$ cat src/rtl/mem_access_seq.sv
// Data-memory access sequencer for the MEM stage.
// One stage request becomes one dcache transaction (plain or byte), or two
// for an indirect access: first the pointer fetch, then the access itself.
// The pipeline stalls until completion, and a one-cycle rsp_valid pulse
// reports it. An optional bounded wait aborts a dcache access that hangs.
module mem_access_seq #(
    parameter int DATA_W      = 16,
    parameter int ADDR_W      = 16,
    parameter int INDIRECT_EN = 1,
    parameter int TIMEOUT     = 0
) (
    input  logic                  clk,
    input  logic                  reset_n,
    input  logic                  req_valid,
    input  logic                  req_read,
    input  logic                  req_write,
    input  logic                  req_indirect,
    input  logic                  req_byte,
    input  logic [ADDR_W-1:0]     req_addr,
    input  logic [DATA_W-1:0]     req_wdata,
    output logic [ADDR_W-1:0]     dmem_address,
    output logic                  dmem_read,
    output logic                  dmem_write,
    output logic [DATA_W-1:0]     dmem_wdata,
    output logic [DATA_W/8-1:0]   dmem_byte_enable,
    input  logic [DATA_W-1:0]     dmem_rdata,
    input  logic                  dmem_resp,
    output logic                  stall,
    output logic                  rsp_valid,
    output logic [DATA_W-1:0]     rsp_data,
    output logic                  rsp_err
);

    localparam int LANES = DATA_W / 8;
    localparam int LB    = $clog2(LANES);
    localparam int CNT_W = (TIMEOUT > 0) ? $clog2(TIMEOUT + 1) : 1;
    localparam logic [CNT_W-1:0] TO_VAL = CNT_W'(TIMEOUT);

    typedef enum logic [1:0] {
        S_IDLE = 2'd0,
        S_PTR  = 2'd1,
        S_ACC  = 2'd2
    } state_t;

    state_t              r_state;
    state_t              w_state_next;

    logic [ADDR_W-1:0]   r_addr;
    logic [DATA_W-1:0]   r_wdata;
    logic                r_byte;
    logic                r_read;
    logic                r_write;
    logic                r_conflict;
    logic [DATA_W-1:0]   r_rsp_data;
    logic [CNT_W-1:0]    r_cnt;

    logic                w_need;
    logic                w_timeout;
    logic                w_abort;
    logic                w_capture;
    logic                w_ptr_load;
    logic                w_load_en;
    logic [LB-1:0]       w_lane;
    logic [ADDR_W-1:0]   w_addr_aligned;
    logic [LANES-1:0]    w_be_byte;
    logic [DATA_W-1:0]   w_wdata_rep;
    logic [7:0]          w_lane_bytes [LANES];
    logic [DATA_W-1:0]   w_load_result;

    assign w_need         = req_valid & (req_read | req_write);
    assign w_lane         = r_addr[LB-1:0];
    assign w_addr_aligned = {r_addr[ADDR_W-1:LB], {LB{1'b0}}};
    // A timeout only aborts when the dcache did not answer in that same cycle.
    assign w_timeout      = (TIMEOUT != 0) && (r_cnt == TO_VAL);
    assign w_abort        = w_timeout & ~dmem_resp;

    // Per-lane byte enable, store-byte replication and load-lane split.
    genvar gi;
    generate
        for (gi = 0; gi < LANES; gi++) begin : g_lane
            assign w_be_byte[gi]            = (w_lane == LB'(gi));
            assign w_wdata_rep[gi*8 +: 8]   = r_wdata[7:0];
            assign w_lane_bytes[gi]         = dmem_rdata[gi*8 +: 8];
        end
    endgenerate

    assign w_load_result = r_byte ? {{(DATA_W-8){1'b0}}, w_lane_bytes[w_lane]} : dmem_rdata;

    // State register.
    always_ff @(posedge clk or negedge reset_n) begin
        if (!reset_n) begin
            r_state <= S_IDLE;
        end else begin
            r_state <= w_state_next;
        end
    end

    // Next state, dcache strobes, stall and the response pulse.
    always_comb begin
        w_state_next     = r_state;
        dmem_address     = '0;
        dmem_read        = 1'b0;
        dmem_write       = 1'b0;
        dmem_wdata       = '0;
        dmem_byte_enable = '0;
        stall            = 1'b0;
        rsp_valid        = 1'b0;
        rsp_err          = 1'b0;
        w_capture        = 1'b0;
        w_ptr_load       = 1'b0;
        w_load_en        = 1'b0;
        case (r_state)
            S_IDLE: begin
                stall = w_need;
                if (w_need) begin
                    w_capture    = 1'b1;
                    w_state_next = (req_indirect && (INDIRECT_EN != 0)) ? S_PTR : S_ACC;
                end
            end
            S_PTR: begin
                stall = 1'b1;
                if (!w_abort) begin
                    dmem_read        = 1'b1;
                    dmem_address     = w_addr_aligned;
                    dmem_byte_enable = '1;
                end
                if (dmem_resp) begin
                    w_ptr_load   = 1'b1;
                    w_state_next = S_ACC;
                end else if (w_abort) begin
                    stall        = 1'b0;
                    rsp_valid    = 1'b1;
                    rsp_err      = 1'b1;
                    w_state_next = S_IDLE;
                end
            end
            S_ACC: begin
                stall = 1'b1;
                if (!w_abort) begin
                    dmem_read  = r_read;
                    dmem_write = r_write;
                    if (r_byte) begin
                        dmem_address     = r_addr;
                        dmem_byte_enable = w_be_byte;
                        dmem_wdata       = w_wdata_rep;
                    end else begin
                        dmem_address     = w_addr_aligned;
                        dmem_byte_enable = '1;
                        dmem_wdata       = r_wdata;
                    end
                end
                if (dmem_resp) begin
                    stall        = 1'b0;
                    rsp_valid    = 1'b1;
                    rsp_err      = r_conflict;
                    w_load_en    = r_read;
                    w_state_next = S_IDLE;
                end else if (w_abort) begin
                    stall        = 1'b0;
                    rsp_valid    = 1'b1;
                    rsp_err      = 1'b1;
                    w_state_next = S_IDLE;
                end
            end
            default: begin
                w_state_next = S_IDLE;
            end
        endcase
    end

    // Request capture; the pointer fetch result replaces the address.
    // A read+write request is demoted to a plain read flagged as a conflict.
    always_ff @(posedge clk or negedge reset_n) begin
        if (!reset_n) begin
            r_addr     <= '0;
            r_wdata    <= '0;
            r_byte     <= 1'b0;
            r_read     <= 1'b0;
            r_write    <= 1'b0;
            r_conflict <= 1'b0;
        end else if (w_capture) begin
            r_addr     <= req_addr;
            r_wdata    <= req_wdata;
            r_byte     <= req_byte;
            r_read     <= req_read;
            r_write    <= req_write & ~req_read;
            r_conflict <= req_read & req_write;
        end else if (w_ptr_load) begin
            r_addr     <= dmem_rdata[ADDR_W-1:0];
        end
    end

    // Load result register, only updated by completing loads.
    always_ff @(posedge clk or negedge reset_n) begin
        if (!reset_n) begin
            r_rsp_data <= '0;
        end else if (w_load_en) begin
            r_rsp_data <= w_load_result;
        end
    end

    // Wait counter: cleared on entry to a dcache phase, counts unanswered cycles.
    always_ff @(posedge clk or negedge reset_n) begin
        if (!reset_n) begin
            r_cnt <= '0;
        end else if ((w_state_next != r_state) && (w_state_next != S_IDLE)) begin
            r_cnt <= '0;
        end else if ((r_state != S_IDLE) && !dmem_resp) begin
            r_cnt <= r_cnt + 1'b1;
        end
    end

    assign rsp_data = r_rsp_data;

endmodule

$ cat config.mk
export PLATFORM = sky130hd
export DESIGN_NAME = mem_access_seq
export DESIGN_NICKNAME = d
export VERILOG_FILES = /design/src/rtl/mem_access_seq.sv
export SDC_FILE = /design/constraint.sdc
export NUM_CORES = 1
export LEC_CHECK = 0
export CAP_MARGIN = 20
export CORE_ASPECT_RATIO = 1.4
export CORE_UTILIZATION = 47
export DETAILED_ROUTE_END_ITERATION = 16
export PLACE_DENSITY = 0.86
export SETUP_SLACK_MARGIN = 0.4
export SKIP_LAST_GASP = 1
export SLEW_MARGIN = 40
export SYNTH_ARGS = -nofsm -noshare
export SYNTH_HDL_FRONTEND = slang
export SYNTH_SLANG_ARGS = --single-unit
$ cat constraint.sdc
create_clock -name clk -period 3.3 [get_ports clk]
set_input_delay 0.33 -clock clk [delete_from_list [all_inputs] [get_ports clk]]
set_output_delay 0.33 -clock clk [all_outputs]
set_load 0.01 [all_outputs]
==> flow_metrics.tcl, run 1 <==
set metrics [dict create \
    cts_root_buffer "clkbuf_8" \
    fin_crit_sh_pct 81.3 \
    synthFlopType "dfrtp_1" \
    final_cell_count_no_fill 435 \
    critical_path_arrival_ns 2.35 \
    clock_latency_ns 0.29 \
    async_reset_ff_share_pct 100 \
    power_density_nw_per_um2 897 \
    cts_num_sinks 54 \
    hold_class "in2async" \
    path_cells "inv_1 > ha_1 > a21oi_1 > a21oi_1 > clkdlybuf4s50_1" \
    routabilityCongestion 0.755 \
    numPortBuffers 110 \
    yosysSeqAreaShare_pct 49.0 \
    violations "negative hold slack" \
    core-area_um2 5570 \
    vias 2215 \
    synth_cell_type_count 27 \
    wl_per_cell_um 15.3 \
    cts_max_path_buffers 2 \
    antenna_cells 0 \
    post_cts.repair.setup_buffers 0 \
    synthesis.nets 321 \
    grt_overflow 0 \
    start_kind "flop" \
    cts_tree "built" \
    path_max_fanout 22 \
    fmax_mhz 373 \
    hpwl_mm 4.90 \
    finalSetupViolations 0 \
    grt_pass1_vias 2256 \
    drv_slew 0 \
    grt_max_degree 55 \
    finalPower_mw 3.56 \
    viasPerCell 5.09 \
    drtIter0Drc 103 \
    hold_slack_ns -0.0203 \
    ir_worst_vdd_uv 510 \
    synth_top_area_share_pct 49.0 \
    status "complete, but fails checks" \
    grt_pass1_wl_mm 10.8 \
    hold_violations 33 \
    cp.buffers_inverters 2 \
    crit_top_cell "a21oi_1" \
    rsz0062_at_grt "no" \
    max_stage_delay_ns 0.58 \
    rows 32 \
    cap_viol_max_count 0 \
    preCtsSetupSlack_ns 0.853 \
    synthTopCellsByArea "dfrtp_1 (49%), mux2i_1 (12%), mux2_2 (6.9%)" \
    setup.worst_path.class "reg2out" \
    drive_gt1_share_pct 9.26 \
    tightest_slew_ns 0.646 \
    finalCriticalPeriod_ns 2.68 \
    synth-edff-count 0 \
    path_clk_slew_ns 0.09 \
    cts.htree.levels 2 \
    slew_headroom_pct 56.9 \
    synth_warnings 0 \
    setup_ws_ns 0.617 \
    critPathSlowestCell "ha_1" \
    synth_top_cell_by_area "dfrtp_1" \
    synth.most_common_cell "dfrtp_1" \
    power_leakage_nw 1.81 \
    finalSetupTns_ns 0 \
    place_inst 427 \
    critPathRequiredTime_ns 2.97 \
    critPathTopFamily "buffers and inverters" \
    critPathCaptureType "output pin" \
    die_h_um 92.6 \
    dieArea_um2 6180 \
    initial_utilization_pct 49.5 \
    clock_skew_ns 0.00544 \
    num-nets-final 427 \
    dr.pass1.iters 4 \
    numCtsBuffers 5 \
    grt.total_usage_pct 22.9 \
    post-route-util_pct 71.4 \
    drc_errors 0 \
    synth_cells 260 \
    synth_seq_cells 54 \
    area_growth_pct 44.1 \
    synthTopCellsByCount "dfrtp_1 (54), mux2i_1 (32), and2_1 (25), a21oi_1 (20), nand2_1 (20)" \
    routed_wl_mm 6.65 \
    syn_area_um2 2760 \
    io_pins 111 \
    ant_nets 0 \
    grt_antenna_before_repair 0 \
    avgSynthCellArea_um2 10.6 \
    cts_hold_buf 0 \
    die_w_um 66.7 \
]
[stage by stage]
stage | hold WS [ns] | area [um^2]
6_report | -0.0203 | 3970
4_1_cts | 0.134 | 3970
5_1_grt | 0.000161 | 3970
3_5_place_dp | 0.458 | 3880
2_1_floorplan | 0.0344 | 2760
3_3_place_gp | 0.440 | 3880
[cell usage in the layout (no fill, tap or decap), types with 2 or more instances in the layout]
master,n
clkdlybuf4s50_1,109
dfrtp_1,54
mux2i_1,32
and2_1,25
a21oi_1,20
nand2_1,20
o21ai_0,19
nor2_1,18
mux2_2,17
nor2b_1,9
nand2b_1,8
clkbuf_8,6
ha_1,5
buf_4,5
inv_1,3
and3_1,3
nand2_2,2
[routing by layer]
layer  vias up  track usage [%]  routed length, um
li1       1086                -                  -
met1      1050             28.1               2780
met2        75             38.6               3320
met3         4             7.14                505
met4         0             5.14                 42
met5         -                0                  0
[state kept, by name (all words and copies together), names as in the netlist]
signal	cells
r_addr	16
r_wdata	16
rsp_data	16
r_state	2
r_byte	1
r_conflict	1
r_read	1
r_write	1
[what timing repair did]
action	in CTS	in global routing
resized for setup	0	1
endpoints found under the hold margin	0	0
setup endpoints to repair	0	3
[layout make-up]
cell class,count,area [um^2]
sequential,54,1350
clock inverter,1,5.00
clock buffer,7,86.3
timing repair buffer,114,1130
fill,465,1590
multi-input combinational,188,1300
inverter,3,11.3
tap,68,85.1
[logic make-up (layout without fill, tap and decap cells)]
family | count (synthesis) | after routing | share of synthesized area (%)
flip-flops | 54 | 54 | 49.0
multiplexers | 50 | 50 | 19.0
AND/OR/NAND/NOR | 86 | 86 | 16.0
AO/OA/AOI/OAI | 47 | 47 | 9.99
adder cells (fa/ha/maj) | 5 | 5 | 2.27
buffers and inverters | 18 | 125 | 3.68
[report_power, final]
part           switching (mW)  internal, mW
sequential              0.190         0.976
combinational           0.880          1.14
clock                   0.207         0.170
[path summary, 6_finish.rpt]
path,from,slack [ns],depth (start not counted),end
setup / recovery,r_state[0],0.62,5,stall
min in group clk,rsp_data[0],0.48,2,rsp_data[0]
hold / removal,reset_n,-0.02,1,r_state[0]
max in group asynchronous,reset_n,2.66,2,r_conflict
setup reg to reg,r_state[0],1.35,5,r_wdata[3]
hold reg to reg,rsp_data[0],0.48,2,rsp_data[0]
No activity file was read; power rests on OpenSTA's default activity.
==> run 2, diff against run 1 <==
--- a/config.mk
+++ b/config.mk
@@ -7,9 +7,9 @@
 export LEC_CHECK = 0
 export CAP_MARGIN = 20
 export CORE_ASPECT_RATIO = 1.4
-export CORE_UTILIZATION = 47
+export CORE_UTILIZATION = 43
 export DETAILED_ROUTE_END_ITERATION = 16
-export PLACE_DENSITY = 0.86
+export PLACE_DENSITY = 0.8
 export SETUP_SLACK_MARGIN = 0.4
 export SKIP_LAST_GASP = 1
 export SLEW_MARGIN = 40
==> constraint.sdc (replaced) <==
create_clock -name clk -period 2.8 [get_ports clk]
set_input_delay 0.28 -clock clk [delete_from_list [all_inputs] [get_ports clk]]
set_output_delay 0.28 -clock clk [all_outputs]
set_load 0.01 [all_outputs]
==> flow_metrics.tcl, run 2 (synthesis gave the netlist of run 1 again) <==
set metrics [dict create \
    grt.total_usage_pct 20.9 \
    antenna_cells 0 \
    tightest_slew_ns 0.640 \
    numCtsBuffers 5 \
    cts_num_sinks 54 \
    area_growth_pct 49.8 \
    drtIter0Drc 80 \
    num-nets-final 435 \
    final_cell_mix "clkdlybuf4s50_1 (98), dfrtp_1 (54), mux2i_1 (32)" \
    power_leakage_nw 2.04 \
    hold_violations 0 \
    fin_crit_sh_pct 83.6 \
    path_clk_slew_ns 0.10 \
    cap_viol_max_count 0 \
    slew_headroom_pct 57.3 \
    cts_tree "built" \
    finalPower_mw 4.40 \
    numPortBuffers 110 \
    setup.worst_path.class "reg2out" \
    place_inst 434 \
    hold_slack_ns 0.456 \
    rsz0062_at_grt "yes" \
    viasPerCell 5.06 \
    grt_overflow 0 \
    rows 34 \
    ir_worst_vdd_uv 662 \
    r2r-end "r_wdata[4]" \
    finalSetupTns_ns 0 \
    cts_root_buffer "clkbuf_8" \
    path_cells "buf_4 > ha_4 > o21a_4 > buf_6 > and2_1 > clkdlybuf4s50_1" \
    vias 2263 \
    start_kind "flop" \
    n_fill_cell 505 \
    finalSetupViolations 0 \
    max_stage_delay_ns 0.47 \
    initial_utilization_pct 44.4 \
    dieArea_um2 6740 \
    final_cell_count_no_fill 447 \
    critPathSlowestCell "clkdlybuf4s50_1" \
    drv_slew 0 \
    clock_latency_ns 0.30 \
    critical_path_arrival_ns 2.06 \
    hold_class "in2async" \
    finalCriticalPeriod_ns 2.34 \
    cts.htree.levels 2 \
    core-area_um2 6210 \
    hpwl_mm 5.04 \
    ant_nets 0 \
    clock_skew_ns 0.00505 \
    grt_pass1_wl_mm 11.2 \
    grt_max_degree 55 \
    routabilityCongestion 0.747 \
    routed_wl_mm 6.85 \
    drc_errors 0 \
    reg2reg_depth 5 \
    critPathCaptureType "output pin" \
    grt_antenna_before_repair 0 \
    critPathRequiredTime_ns 2.52 \
    path_max_fanout 12 \
    critPathTopFamily "buffers and inverters" \
    fmax_mhz 427 \
    cts_max_path_buffers 2 \
    dr.pass1.iters 4 \
    r2r_setup_slack_ns 1.03 \
    io_pins 111 \
    die_h_um 96.7 \
    drive_gt1_share_pct 12.0 \
    layout_commonest_cell "clkdlybuf4s50_1" \
    cp.buffers_inverters 3 \
    wl_per_cell_um 15.3 \
    die_w_um 69.7 \
    r2r_start "r_state[0]" \
    power_density_nw_per_um2 1070 \
    status "finished clean" \
    grt_pass1_vias 2356 \
]
[run 2: timing repair]
action	in CTS	in global routing
buffers inserted	4	0
gates cloned	0	0
hold endpoints to repair	0	34
hold buffers	0	1
setup endpoints to repair	18	14
resized for setup	4	16
[run 2: per-stage QoR]
stage	setup WS, ns	instance area [um^2]	util, %
final	0.460	4130	66.4
after global routing	0.387	4130	66.4
after CTS	0.415	4060	65.3
after detailed placement	0.509	3900	62.9
after global placement	0.591	3900	62.9
after floorplan	1.09	2760	-
[run 2: layer usage]
metal	routed length (um)	global-route usage (%)
met5	0	0
met3	540	6.98
met1	2690	23.5
met2	3540	37.6
met4	74	5.23
[run 2: worst max-delay path by stage]
stage               start             endpoint  slack, ns  cells after the start
2_1_floorplan  r_state[0]                stall       1.09                      6
3_3_place_gp   r_state[1]  dmem_byte_enable[0]       0.59                      6
3_5_place_dp   r_state[1]  dmem_byte_enable[0]       0.51                      6
4_1_cts        r_state[0]      dmem_address[8]       0.42                      6
5_1_grt        r_state[0]                stall       0.39                      6
6_report       r_state[0]     dmem_address[13]       0.46                      6
[run 2: area by class of cell]
class	instances	area [um^2]	share of cell area, %
Multi-Input combinational cell	188	1340	32.4
Timing Repair Buffer	122	1230	29.7
Clock inverter	2	37.5	0.910
Tap cell	72	90.1	2.18
Sequential cell	54	1350	32.7
Clock buffer	6	72.6	1.76
Inverter	3	11.3	0.273
[run 2: worst reg2reg max path, stage by stage, from the launching register on]
cell,delay (ns)
dfrtp_1,0.40
inv_2,0.08
ha_4,0.19
o211ai_4,0.07
buf_4,0.51
mux2_2,0.41
[run 2: report_power, final]
group | switching [mW] | internal [mW] | leakage [nW]
combinational | 1.05 | 1.43 | 1.34
sequential | 0.249 | 1.15 | 0.645
clock | 0.251 | 0.267 | 0.0514
total | 1.55 | 2.85 | 2.04
==> run 3, diff against run 2 <==
==> constraint.sdc (replaced) <==
create_clock -name clk -period 2.3 [get_ports clk]
set_input_delay 0.23 -clock clk [delete_from_list [all_inputs] [get_ports clk]]
set_output_delay 0.23 -clock clk [all_outputs]
set_load 0.01 [all_outputs]
==> flow_metrics.tcl, run 3 (synthesis gave the netlist of run 1 again) <==
set metrics [dict create \
    status "finished clean" \
    grt_overflow 0 \
    power_leakage_nw 1.97 \
    finalSetupViolations 0 \
    routabilityCongestion 0.773 \
    die_w_um 69.7 \
    path_max_fanout 19 \
    post-route-cell-area_um2 4020 \
    core-area_um2 6210 \
    numCtsBuffers 5 \
    layout_commonest_cell "clkdlybuf4s50_1" \
    tightest_slew_ns 0.674 \
    setup.worst_path.class "reg2out" \
    hold_class "in2async" \
    path_cells "inv_2 > buf_4 > ha_4 > buf_12 > and2_1 > dlygate4sd2_1" \
    num-nets-final 441 \
    power_density_nw_per_um2 1280 \
    cts_tree "built" \
    critPathTopFamily "buffers and inverters" \
    dieArea_um2 6740 \
    drv_slew 0 \
    cts_root_buffer "clkbuf_8" \
    critPathRequiredTime_ns 2.07 \
    grt_antenna_before_repair 0 \
    finalCriticalPeriod_ns 1.90 \
    io_pins 111 \
    fin_crit_sh_pct 82.6 \
    critPathSlowestCell "dfrtp_1" \
    rsz0062_at_grt "yes" \
    vias 2265 \
    cp.buffers_inverters 4 \
    max_stage_delay_ns 0.41 \
    clock_skew_ns 0.00582 \
    drtIter0Drc 102 \
    rows 34 \
    grt_pass1_wl_mm 11.3 \
    drive_gt1_share_pct 20.5 \
    cap_viol_max_count 0 \
    die_h_um 96.7 \
    fmax_mhz 526 \
    clock_latency_ns 0.30 \
    numPortBuffers 110 \
    path_clk_slew_ns 0.09 \
    area_growth_pct 45.9 \
    cts.htree.levels 2 \
    dr.pass1.iters 4 \
    hold_violations 0 \
    viasPerCell 5.01 \
    cts_num_sinks 54 \
    wl_per_cell_um 15.3 \
    ant_nets 0 \
    slew_headroom_pct 55.1 \
    cts_hold_buf 0 \
    critical_path_arrival_ns 1.67 \
    finalSetupTns_ns 0 \
    drc_errors 0 \
    antenna_cells 0 \
    n_fill_cell 523 \
    grt_pass1_vias 2324 \
    initial_utilization_pct 44.4 \
    placed_area_um2 3930 \
    ir_worst_vdd_uv 690 \
    routed_wl_mm 6.92 \
    grt.total_usage_pct 21.1 \
    critPathCaptureType "output pin" \
    start_kind "flop" \
    cts_max_path_buffers 2 \
    grt_max_degree 55 \
    hpwl_mm 4.90 \
    final_cell_mix "clkdlybuf4s50_1 (70), dfrtp_1 (54), mux2i_1 (32)" \
]
run 3: per-layer routing:
layer  track usage [%]  vias up  share of wire (%)
met5                 0        -                  0
li1                  -     1118                  -
met4              4.00        0               0.61
met2              38.0       84                 52
met3              6.46        4                7.3
met1              24.8     1059                 40
run 3: final timing paths:
kind	end	slack (ns)	depth (start not counted)	startpoint
setup / recovery	dmem_wdata[5]	0.40	6	r_state[0]
max in group asynchronous	r_addr[10]	1.81	2	reset_n
hold reg to reg	rsp_data[1]	0.48	2	rsp_data[1]
min in group clk	rsp_data[1]	0.48	2	rsp_data[1]
setup reg to reg	r_addr[10]	0.53	6	r_state[0]
hold / removal	r_wdata[2]	0.04	2	reset_n
run 3: worst reg2reg max path: stages, from the launching register on:
cell     delay [ns]
dfrtp_1        0.41
buf_4          0.15
ha_4           0.16
buf_4          0.16
nand2_2        0.42
mux2i_1        0.25
a21oi_1        0.10
run 3: final cells by class:
| cell class | instances | area, um^2 | share of cell area [%] |
|---|---|---|---|
| multi-input combinational | 188 | 1360 | 33.8 |
| sequential | 54 | 1350 | 33.6 |
| timing repair buffer | 128 | 1130 | 28.1 |
| tap | 72 | 90.1 | 2.24 |
| clock buffer | 6 | 72.6 | 1.81 |
| inverter | 3 | 11.3 | 0.280 |
| clock inverter | 1 | 7.51 | 0.187 |
run 3: repair_timing:
item | in CTS | in global routing
buffers inserted | 5 | 1
resized for setup | 104 | 22
pin swaps | 1 | 1
gates cloned | 1 | 0
endpoints found under the setup margin | 39 | 27
run 3: where the power goes:
group	internal, mW	switching, mW	total, mW	leakage, nW
combinational	1.59	1.38	2.97	1.29
sequential	1.40	0.252	1.65	0.645
clock	0.210	0.295	0.505	0.0373
run 3: metrics by stage:
stage	cells	power [mW]	utilization (%)	hold WS [ns]	worst slack [ns]
after floorplan	260	3.26	-	-0.0656	0.639
after global placement	438	4.62	63.3	0.406	0.332
after detailed placement	438	4.69	63.3	0.407	0.243
after CTS	451	5.12	64.5	0.0775	0.260
after global routing	452	5.51	64.7	0.107	0.331
final	452	5.13	64.7	0.0383	0.400
